--- config.mk ---
export PLATFORM = sky130hd
export DESIGN_NAME = vga_sync_gen
export DESIGN_NICKNAME = d
export VERILOG_FILES = /design/src/rtl/vga_timing_pkg.sv /design/src/rtl/pixel_tick_gen.sv /design/src/rtl/vga_sync_gen.sv
export SDC_FILE = /design/constraint.sdc
export NUM_CORES = 1
export LEC_CHECK = 0
export BUFFER_PORTS_ARGS = -buffer_cell sky130_fd_sc_hd__buf_2
export CAP_MARGIN = 20
export CORE_ASPECT_RATIO = 0.75
export CORE_UTILIZATION = 43
export CTS_BUF_LIST = sky130_fd_sc_hd__clkbuf_16
export DETAILED_ROUTE_END_ITERATION = 7
export HOLD_SLACK_MARGIN = 0.15
export PLACE_DENSITY = 0.74
export REMOVE_ABC_BUFFERS = 1
export SLEW_MARGIN = 20
export SYNTH_ARGS = -nofsm -noshare
export SYNTH_HDL_FRONTEND = slang
export SYNTH_SLANG_ARGS = --single-unit
--- constraint.sdc ---
create_clock -name clk -period 2.6 [get_ports clk]
set_input_delay 0.65 -clock clk [delete_from_list [all_inputs] [get_ports clk]]
set_output_delay 0.65 -clock clk [all_outputs]
set_load 0.02 [all_outputs]
--- src/rtl/vga_timing_pkg.sv ---
`timescale 1ns/1ps
// vga_timing_pkg
// Shared 640x480@60 VGA timing constants for the RTC display pipeline.
// The sync generator and the overlay stages (digits, date bars, hour
// separators) all take their visible extents and sync windows from here.
package vga_timing_pkg;

    localparam int unsigned COORD_W = 10;
    typedef logic [COORD_W-1:0] coord_t;

    localparam int unsigned H_DISPLAY = 640;
    localparam int unsigned H_FRONT   = 16;
    localparam int unsigned H_SYNC    = 96;
    localparam int unsigned H_BACK    = 48;

    localparam int unsigned V_DISPLAY = 480;
    localparam int unsigned V_FRONT   = 10;
    localparam int unsigned V_SYNC    = 2;
    localparam int unsigned V_BACK    = 33;

    localparam int unsigned H_TOTAL = H_DISPLAY + H_FRONT + H_SYNC + H_BACK;
    localparam int unsigned V_TOTAL = V_DISPLAY + V_FRONT + V_SYNC + V_BACK;

    // Inclusive sync windows, in pixel / line coordinates.
    localparam int unsigned HSYNC_START = H_DISPLAY + H_FRONT;
    localparam int unsigned HSYNC_END   = H_DISPLAY + H_FRONT + H_SYNC - 1;
    localparam int unsigned VSYNC_START = V_DISPLAY + V_FRONT;
    localparam int unsigned VSYNC_END   = V_DISPLAY + V_FRONT + V_SYNC - 1;

endpackage

--- src/rtl/pixel_tick_gen.sv ---
`timescale 1ns/1ps
// pixel_tick_gen
// Divides clk into a one-clk pixel enable every CLK_DIV clks (CLK_DIV >= 2).
// Ports:
//   clk    - system clock
//   reset  - synchronous, active-high; clears the divider
//   p_tick - high for one clk when the divider is at its last count
module pixel_tick_gen #(
    parameter int unsigned CLK_DIV = 4
) (
    input  logic clk,
    input  logic reset,
    output logic p_tick
);

    localparam int unsigned DW = (CLK_DIV > 1) ? $clog2(CLK_DIV) : 1;
    localparam logic [DW-1:0] D_LAST = DW'(CLK_DIV - 1);

    logic [DW-1:0] d_q;
    logic [DW-1:0] d_d;

    always_comb begin
        d_d = d_q + DW'(1);
        if (d_q == D_LAST) begin
            d_d = '0;
        end
    end

    always_ff @(posedge clk) begin
        if (reset) begin
            d_q <= '0;
        end else begin
            d_q <= d_d;
        end
    end

    // Decoded from the register so the enable is glitch-free and a reset
    // clk always reads as "no tick".
    assign p_tick = (d_q == D_LAST);

endmodule

--- src/rtl/vga_sync_gen.sv ---
`timescale 1ns/1ps
// vga_sync_gen
// VGA timing generator: pixel-rate enable plus horizontal/vertical counters
// with registered video_on, hsync, vsync and frame_start decode.
// Ports:
//   clk, reset   - system clock; synchronous active-high reset
//   p_tick       - pixel enable, one clk every CLK_DIV clks
//   pix_x, pix_y - current pixel / line counts
//   video_on     - inside the visible area
//   hsync, vsync - active-low sync pulses
//   frame_start  - one-clk pulse when the counts become (0,0)
module vga_sync_gen
    import vga_timing_pkg::COORD_W;
    import vga_timing_pkg::coord_t;
#(
    parameter int unsigned H_DISPLAY = vga_timing_pkg::H_DISPLAY,
    parameter int unsigned H_FRONT   = vga_timing_pkg::H_FRONT,
    parameter int unsigned H_SYNC    = vga_timing_pkg::H_SYNC,
    parameter int unsigned H_BACK    = vga_timing_pkg::H_BACK,
    parameter int unsigned V_DISPLAY = vga_timing_pkg::V_DISPLAY,
    parameter int unsigned V_FRONT   = vga_timing_pkg::V_FRONT,
    parameter int unsigned V_SYNC    = vga_timing_pkg::V_SYNC,
    parameter int unsigned V_BACK    = vga_timing_pkg::V_BACK,
    parameter int unsigned CLK_DIV   = 4
) (
    input  logic               clk,
    input  logic               reset,
    output logic               p_tick,
    output logic [COORD_W-1:0] pix_x,
    output logic [COORD_W-1:0] pix_y,
    output logic               video_on,
    output logic               hsync,
    output logic               vsync,
    output logic               frame_start
);

    localparam int unsigned H_LINE  = H_DISPLAY + H_FRONT + H_SYNC + H_BACK;
    localparam int unsigned V_FRAME = V_DISPLAY + V_FRONT + V_SYNC + V_BACK;

    localparam coord_t X_LAST   = coord_t'(H_LINE - 1);
    localparam coord_t Y_LAST   = coord_t'(V_FRAME - 1);
    localparam coord_t X_VIS    = coord_t'(H_DISPLAY);
    localparam coord_t Y_VIS    = coord_t'(V_DISPLAY);
    localparam coord_t HS_FIRST = coord_t'(H_DISPLAY + H_FRONT);
    localparam coord_t HS_LAST  = coord_t'(H_DISPLAY + H_FRONT + H_SYNC - 1);
    localparam coord_t VS_FIRST = coord_t'(V_DISPLAY + V_FRONT);
    localparam coord_t VS_LAST  = coord_t'(V_DISPLAY + V_FRONT + V_SYNC - 1);

    coord_t x_q, x_d;
    coord_t y_q, y_d;
    logic   video_on_q, video_on_d;
    logic   hsync_q, hsync_d;
    logic   vsync_q, vsync_d;
    logic   frame_start_q, frame_start_d;

    pixel_tick_gen #(
        .CLK_DIV(CLK_DIV)
    ) u_pixel_tick_gen (
        .clk   (clk),
        .reset (reset),
        .p_tick(p_tick)
    );

    // Decode is taken from the next counts so the registered flags change on
    // the same edge as pix_x/pix_y (zero latency between counts and flags).
    always_comb begin
        x_d = x_q;
        y_d = y_q;
        if (p_tick) begin
            if (x_q == X_LAST) begin
                x_d = '0;
                y_d = (y_q == Y_LAST) ? '0 : y_q + coord_t'(1);
            end else begin
                x_d = x_q + coord_t'(1);
            end
        end
        video_on_d    = (x_d < X_VIS) && (y_d < Y_VIS);
        hsync_d       = !((x_d >= HS_FIRST) && (x_d <= HS_LAST));
        vsync_d       = !((y_d >= VS_FIRST) && (y_d <= VS_LAST));
        frame_start_d = p_tick && (x_d == '0) && (y_d == '0);
    end

    // Counts reset to the last pixel of the frame so the first tick after
    // reset lands cleanly on (0,0).
    always_ff @(posedge clk) begin
        if (reset) begin
            x_q           <= X_LAST;
            y_q           <= Y_LAST;
            video_on_q    <= 1'b0;
            hsync_q       <= 1'b1;
            vsync_q       <= 1'b1;
            frame_start_q <= 1'b0;
        end else begin
            x_q           <= x_d;
            y_q           <= y_d;
            video_on_q    <= video_on_d;
            hsync_q       <= hsync_d;
            vsync_q       <= vsync_d;
            frame_start_q <= frame_start_d;
        end
    end

    assign pix_x       = x_q;
    assign pix_y       = y_q;
    assign video_on    = video_on_q;
    assign hsync       = hsync_q;
    assign vsync       = vsync_q;
    assign frame_start = frame_start_q;

endmodule

==> results_dict.tcl, run 1 <==
set metrics [dict create \
    status "completed" \
    power_leakage_nw 0.705 \
    dp_hpwl_mm 2.64 \
    via_per_inst 5.78 \
    end_kind "flop" \
    cts_tree "yes" \
    fin_crit_sh_pct 90.5 \
    synth-edff-count 0 \
    cp.arrival_ns 2.48 \
    async_flop_share_pct 0 \
    slowest_delay_ns 0.44 \
    ys_seq_area_share_pct 33.1 \
    cp_max_fo 10 \
    routed_wl_mm 3.66 \
    p_per_area_mw_per_mm2 553 \
    wl_per_cell_um 14.5 \
    fp.dieW_um 71.8 \
    max-cap-violations 0 \
    io_buffers 26 \
    cts.clk_slew.worst_paths_ns 0.06 \
    ys_warn_count 0 \
    start_util_pct 46.6 \
    max_slew_margin_pct 72.7 \
    clock_latency_ns 0.26 \
    irDropWorstVdd_uv 214 \
    clockBufferDepth 2 \
    holdBufCountCts 0 \
    dieArea_mm2 0.00391 \
    cts_buffers 3 \
    cp-start-kind "flop" \
    r2r_slack_ns 0.25 \
    postSynthCellCount 190 \
    clock-sinks 26 \
    num_rows 18 \
    crit_chain "ha_1 -> and2_1 -> and4_1 -> nand4_1 -> xnor2_2 -> nor4_2 -> o211ai_1" \
    r2r_start "pix_x[0]$_SDFF_PP1_" \
    nets 219 \
    power.total_mw 0.998 \
    area_growth_pct 14.8 \
    grt_pass1_wl_mm 5.80 \
    netlist_area_mm2 0.00157 \
    drt_first_pass_iters 4 \
    grt_pass1_vias 1140 \
    yosysUniqueCellTypes 51 \
    synth-main-ff-cell "dfxtp_1" \
    placeableCoreArea_mm2 0.00338 \
    fin_crit_ns 2.35 \
    antenna_cells 0 \
    fmax_mhz 425 \
    hold_viol_final 0 \
    hold_class "reg -> reg" \
    drt_iter0_drc 121 \
    maxSlewViolCount 0 \
    antenna_found_initial 0 \
    layout_common_cells "dfxtp_1, buf_2, nor2_1" \
    setup_viol 0 \
    tightest_slew_ns 0.410 \
    grt_max_degree 24 \
    post_cts_buffers 0 \
    cp_slowest_cell "dfxtp_1" \
    groute.usage.overall_pct 19.4 \
    via_count 1457 \
    overflow 0 \
    synth-seq-cells 26 \
    gp_congestion 0.854 \
    finalClockSkew_ns 0.00259 \
    cts-htree-levels 1 \
    finalSetupTns_ns 0 \
    top_level_ports 27 \
    dieHeight_um 54.4 \
    syn_avg_cell_area_um2 8.28 \
    worstRegToRegCells 7 \
    required_ns 2.72 \
    route.detailed.drc 0 \
    cts-resized-gates 0 \
    clockRootBuffer "clkbuf_16" \
    endpoint "vsync$_SDFF_PP1_" \
    path_class "reg -> reg" \
    rsz0062_at_grt "no" \
    drive_above_1_share_pct 20.8 \
    rr_endpoint "vsync$_SDFF_PP1_" \
    ant_nets 0 \
    startpoint "pix_x[0]$_SDFF_PP1_" \
]
==> area by class of cell <==
| cell class | instances | area [um^2] |
|---|---|---|
| clock buffers | 3 | 75.1 |
| clock inverters | 1 | 3.75 |
| fillers | 346 | 1570 |
| inverters | 10 | 37.5 |
| multi-input cells | 141 | 951 |
| flip-flops and latches | 26 | 520 |
| well taps | 40 | 50.0 |
| repair buffers | 31 | 168 |
==> worst min-delay path by stage <==
| stage | from | endpoint | slack, ns | cells past startpoint |
|---|---|---|---|---|
| final | u_pixel_tick_gen.d_q[0]$_SDFF_PP0_ | u_pixel_tick_gen.d_q[0]$_SDFF_PP0_ | 0.43 | 1 |
| after global routing | u_pixel_tick_gen.d_q[0]$_SDFF_PP0_ | u_pixel_tick_gen.d_q[0]$_SDFF_PP0_ | 0.46 | 1 |
| after CTS | u_pixel_tick_gen.d_q[0]$_SDFF_PP0_ | u_pixel_tick_gen.d_q[0]$_SDFF_PP0_ | 0.43 | 1 |
| after detailed placement | u_pixel_tick_gen.d_q[0]$_SDFF_PP0_ | u_pixel_tick_gen.d_q[0]$_SDFF_PP0_ | 0.42 | 1 |
| after global placement | u_pixel_tick_gen.d_q[0]$_SDFF_PP0_ | u_pixel_tick_gen.d_q[0]$_SDFF_PP0_ | 0.42 | 1 |
| after floorplan | u_pixel_tick_gen.d_q[0]$_SDFF_PP0_ | u_pixel_tick_gen.d_q[0]$_SDFF_PP0_ | 0.40 | 1 |
==> worst max-delay path: cells and delay by family (launching register included) <==
| family | cells | cell delay [ns] |
|---|---|---|
| and+or+nand+nor | 4 | 1.12 |
| xor gates and xnor gates | 1 | 0.20 |
| AOI/OAI and AO/OA | 1 | 0.16 |
| DFF | 1 | 0.44 |
| adders and majority gates | 1 | 0.29 |
==> cells in the mapped netlist (2+ instances only) <==
cell type | instances | share of area [%]
nand2b_1 | 2 | 0.80
o21ai_0 | 8 | 2.5
dfxtp_1 | 26 | 33
ha_1 | 4 | 3.2
nand3_1 | 11 | 3.5
nor3_1 | 10 | 3.2
xor2_1 | 4 | 2.2
nor2_1 | 20 | 4.8
nor4b_4 | 2 | 3.0
buf_2 | 3 | 0.95
xnor2_1 | 4 | 2.2
and3_1 | 5 | 2.0
a211o_1 | 3 | 1.7
nand2_1 | 8 | 1.9
clkbuf_1 | 8 | 1.9
or2_2 | 2 | 0.80
nand4_1 | 12 | 4.8
nor3b_1 | 2 | 0.95
o31ai_1 | 3 | 1.4
o21a_1 | 2 | 0.95
a221o_1 | 2 | 1.3
o21bai_1 | 2 | 0.95
and2_1 | 2 | 0.80
inv_1 | 10 | 2.4
a21oi_1 | 7 | 2.2
nor2b_1 | 2 | 0.80
and4_1 | 2 | 1.1
==> through the flow <==
step / cell area, um^2 / setup WS [ns] / util, % / cells / hold WS (ns)
floorplan: 1510 / 0.220 / - / 177 / 0.400
finish: 1810 / 0.246 / 53.4 / 252 / 0.435
CTS: 1810 / 0.244 / 53.4 / 252 / 0.433
global placement: 1730 / 0.379 / 51.1 / 248 / 0.419
detailed placement: 1730 / 0.290 / 51.1 / 248 / 0.422
global route: 1810 / 0.0242 / 53.4 / 252 / 0.457
==> report_power, final <==
part	total (mW)	switching [mW]	leakage [nW]	internal [mW]
clock network	0.345	0.139	0.0385	0.206
logic	0.210	0.128	0.455	0.0822
registers	0.442	0.0264	0.211	0.416
==> routing by layer <==
metal,share of wire [%],global-route usage [%],routed length (um),vias up
met1,54,31.1,1970,669
met3,5.3,3.87,195,3
met4,0.57,4.25,21,0
met5,0,0,0,-
met2,40,25.5,1480,48
li1,-,-,-,737
==> registers in the layout, summed over array words and instances (netlist names) <==
| register | count |
|---|---|
| frame_start | 1 |
| hsync | 1 |
| vsync | 1 |
| u_pixel_tick_gen.d_q | 2 |
| pix_x | 10 |
| pix_y | 10 |
| video_on | 1 |
==> logic make-up after synthesis <==
logic type      count (synthesis)  synth area share (%)
buf+inv                        23                  6.44
compound gates                 40                  18.2
xor+xnor                        9                  5.49
simple gates                   88                  33.6
flops                          26                  33.1
fa+ha+maj                       4                  3.18
No activity file was read; power rests on OpenSTA's default activity.
==> run 2: changes to the inputs <==
CORE_UTILIZATION = 55   (was 43)
PLACE_DENSITY = 0.88   (was 0.74)
SYNTH_HIERARCHICAL = 1   (was default)
==> run 2 against run 1 <==
Sequential share of layout area is 1.2 points lower; via count is 13% higher; sequential power hardly changed; largest power group unchanged; highest routed layer unchanged.
==> results_dict.tcl, run 2 <==
set metrics [dict create \
    dieArea_mm2 0.00314 \
    groute.usage.overall_pct 28.8 \
    grt_pass1_wl_mm 6.98 \
    tightest_slew_ns 0.451 \
    maxSlewViolCount 0 \
    netlist.area_leader.share_pct 32.4 \
    slowest_delay_ns 0.50 \
    cts.clk_slew.worst_paths_ns 0.06 \
    synthMuxAreaShare_pct 0 \
    multi_input_area_um2 986 \
    grt_max_degree 18 \
    clock_latency_ns 0.26 \
    fin_crit_ns 2.48 \
    power_leakage_nw 0.706 \
    finish.utilization_pct 70.2 \
    holdBufCountCts 0 \
    layout_common_cells "dfxtp_1, buf_2, nor2_1" \
    cp_top_family "simple AND/OR/NAND/NOR gates" \
    io_buffers 26 \
    met3_usage_pct 5.61 \
    crit_chain "inv_1 -> ha_1 -> or3b_4 -> nor4_4 -> a31oi_2 -> a2bb2oi_1 -> a311o_1 -> or4b_1" \
    routed_wl_mm 4.37 \
    setup_viol 0 \
    route.detailed.drc 0 \
    synth-main-ff-cell "dfxtp_1" \
    synth_most_common_cell "dfxtp_1" \
    required_ns 2.73 \
    clockRootBuffer "clkbuf_16" \
    synth-edff-count 0 \
    syn_avg_cell_area_um2 8.23 \
    clock-sinks 26 \
    gp_congestion 0.939 \
    synth_area_leaders "dfxtp_1, nor2_1, o21ai_0" \
    antenna_cells 0 \
    fp.dieW_um 64.4 \
    finalClockSkew_ns 0.00266 \
    grt_pass1_vias 1425 \
    cp-start-kind "flop" \
    drt_iter0_drc 181 \
    cts_tree "yes" \
    fmax_mhz 404 \
    synth_compound_area_share_pct 20.1 \
    hold_viol_final 0 \
    synth_area_leader_cell "dfxtp_1" \
    ys_warn_count 6 \
    fin_ws_ns 0.122 \
    register_area_um2 520 \
    synth_fa_ha_area_share_pct 3.12 \
    drive_above_1_share_pct 22.6 \
    synth_xor_xnor_area_share_pct 7.64 \
    num_rows 16 \
    area_growth_pct 17.5 \
    top_level_ports 27 \
    irDropWorstVdd_uv 379 \
    cp.arrival_ns 2.61 \
    max-cap-violations 0 \
    postSynthCellCount 195 \
    via_count 1650 \
    post_cts_buffers 0 \
    synth_common_cells "dfxtp_1, nor2_1, nand2_1" \
    finalSetupTns_ns 0 \
    cts-htree-levels 1 \
    synth-seq-cells 26 \
    placeableCoreArea_mm2 0.00268 \
    end_kind "flop" \
    cts_buffers 3 \
    p_per_area_mw_per_mm2 543 \
    synth-simple-area-share_pct 30.6 \
    wl_per_cell_um 16.7 \
    drt_first_pass_iters 6 \
    async_flop_share_pct 0 \
    grtUsageMet1_pct 44.1 \
    antenna_found_initial 0 \
    status "completed" \
    dp_hpwl_mm 3.04 \
    cp_slowest_cell "or4b_1" \
    synth_top_family_by_area "simple AND/OR/NAND/NOR gates" \
    dieHeight_um 48.8 \
    netlist_area_mm2 0.00160 \
    cts-resized-gates 0 \
    path_class "reg -> reg" \
    max_slew_margin_pct 69.9 \
    via_per_inst 6.30 \
    hold_class "reg -> reg" \
    ant_nets 0 \
    place_ws_ns 0.0477 \
    grt.met2_usage_pct 42.5 \
    cp_max_fo 5 \
    fillers 235 \
    top_usage_layer "met1" \
    clockBufferDepth 2 \
    overflow 0 \
    start_util_pct 59.8 \
    fin_crit_sh_pct 95.3 \
    yosysUniqueCellTypes 52 \
    rsz0062_at_grt "no" \
    cp.buffers_inverters 1 \
    ys_seq_area_share_pct 32.4 \
    nets 233 \
]
-- run 2: cell types whose count changed after synthesis, sizes merged, moves of 3 or more --
cell and delta:
nand4 -6, xnor2 +3, o21ai +5, inv -5, a211o -3, nand2 +7, o211ai +3
-- run 2: routing by layer --
| metal | up-vias | share of wire [%] |
|---|---|---|
| met4 | 0 | 0.53 |
| li1 | 788 | - |
| met2 | 96 | 45 |
| met5 | - | 0 |
| met1 | 760 | 44 |
| met3 | 6 | 10 |
-- run 2: path summary, 6_finish.rpt --
check	from	end	slack, ns	cells after the start
setup / recovery	pix_y[0]$_SDFF_PP0_	vsync$_SDFF_PP1_	0.12	8
setup reg to reg	pix_y[0]$_SDFF_PP0_	vsync$_SDFF_PP1_	0.12	8
hold reg to reg	u_pixel_tick_gen/d_q[0]$_SDFF_PP0_	u_pixel_tick_gen/d_q[0]$_SDFF_PP0_	0.44	1
hold / removal	u_pixel_tick_gen/d_q[0]$_SDFF_PP0_	u_pixel_tick_gen/d_q[0]$_SDFF_PP0_	0.44	1
-- run 2: area by class of cell --
class | instances | area share (%)
inverter | 5 | 0.996
sequential | 26 | 27.6
tap | 36 | 2.39
clock inverter | 1 | 0.199
multi-input combinational | 151 | 52.3
timing repair buffer | 40 | 12.5
clock buffer | 3 | 3.98
-- run 2: cells by family (layout without fill, tap and decap cells) --
kind of cell / Yosys count / after routing
AOI/OAI and AO/OA: 47 / 47
xor gates and xnor gates: 14 / 14
adders and majority gates: 4 / 4
buffers and inverters: 18 / 49
DFF: 26 / 26
and+or+nand+nor: 86 / 86
-- run 2: power breakdown --
| part | total [mW] | switching [mW] | internal, mW |
|---|---|---|---|
| clock | 0.342 | 0.136 | 0.206 |
| sequential | 0.443 | 0.0256 | 0.417 |
| combinational | 0.239 | 0.141 | 0.0977 |
| total | 1.02 | 0.303 | 0.721 |
-- run 2: through the flow --
step / instance area, um^2 / power (mW) / instances / hold slack, ns
after floorplan: 1530 / 0.607 / 182 / 0.406
after global placement: 1800 / 0.673 / 257 / 0.420
after detailed placement: 1800 / 0.678 / 257 / 0.428
after CTS: 1880 / 1.02 / 261 / 0.437
after global routing: 1880 / 1.07 / 262 / 0.456
final: 1880 / 1.02 / 262 / 0.437
-- run 2: worst register-to-register path: cells and delay by family, from the launching register on --
kind | cells | cell delay, ns
compound gates | 3 | 0.51
fa+ha+maj | 1 | 0.16
buf+inv | 1 | 0.12
flops | 1 | 0.34
simple gates | 3 | 1.23
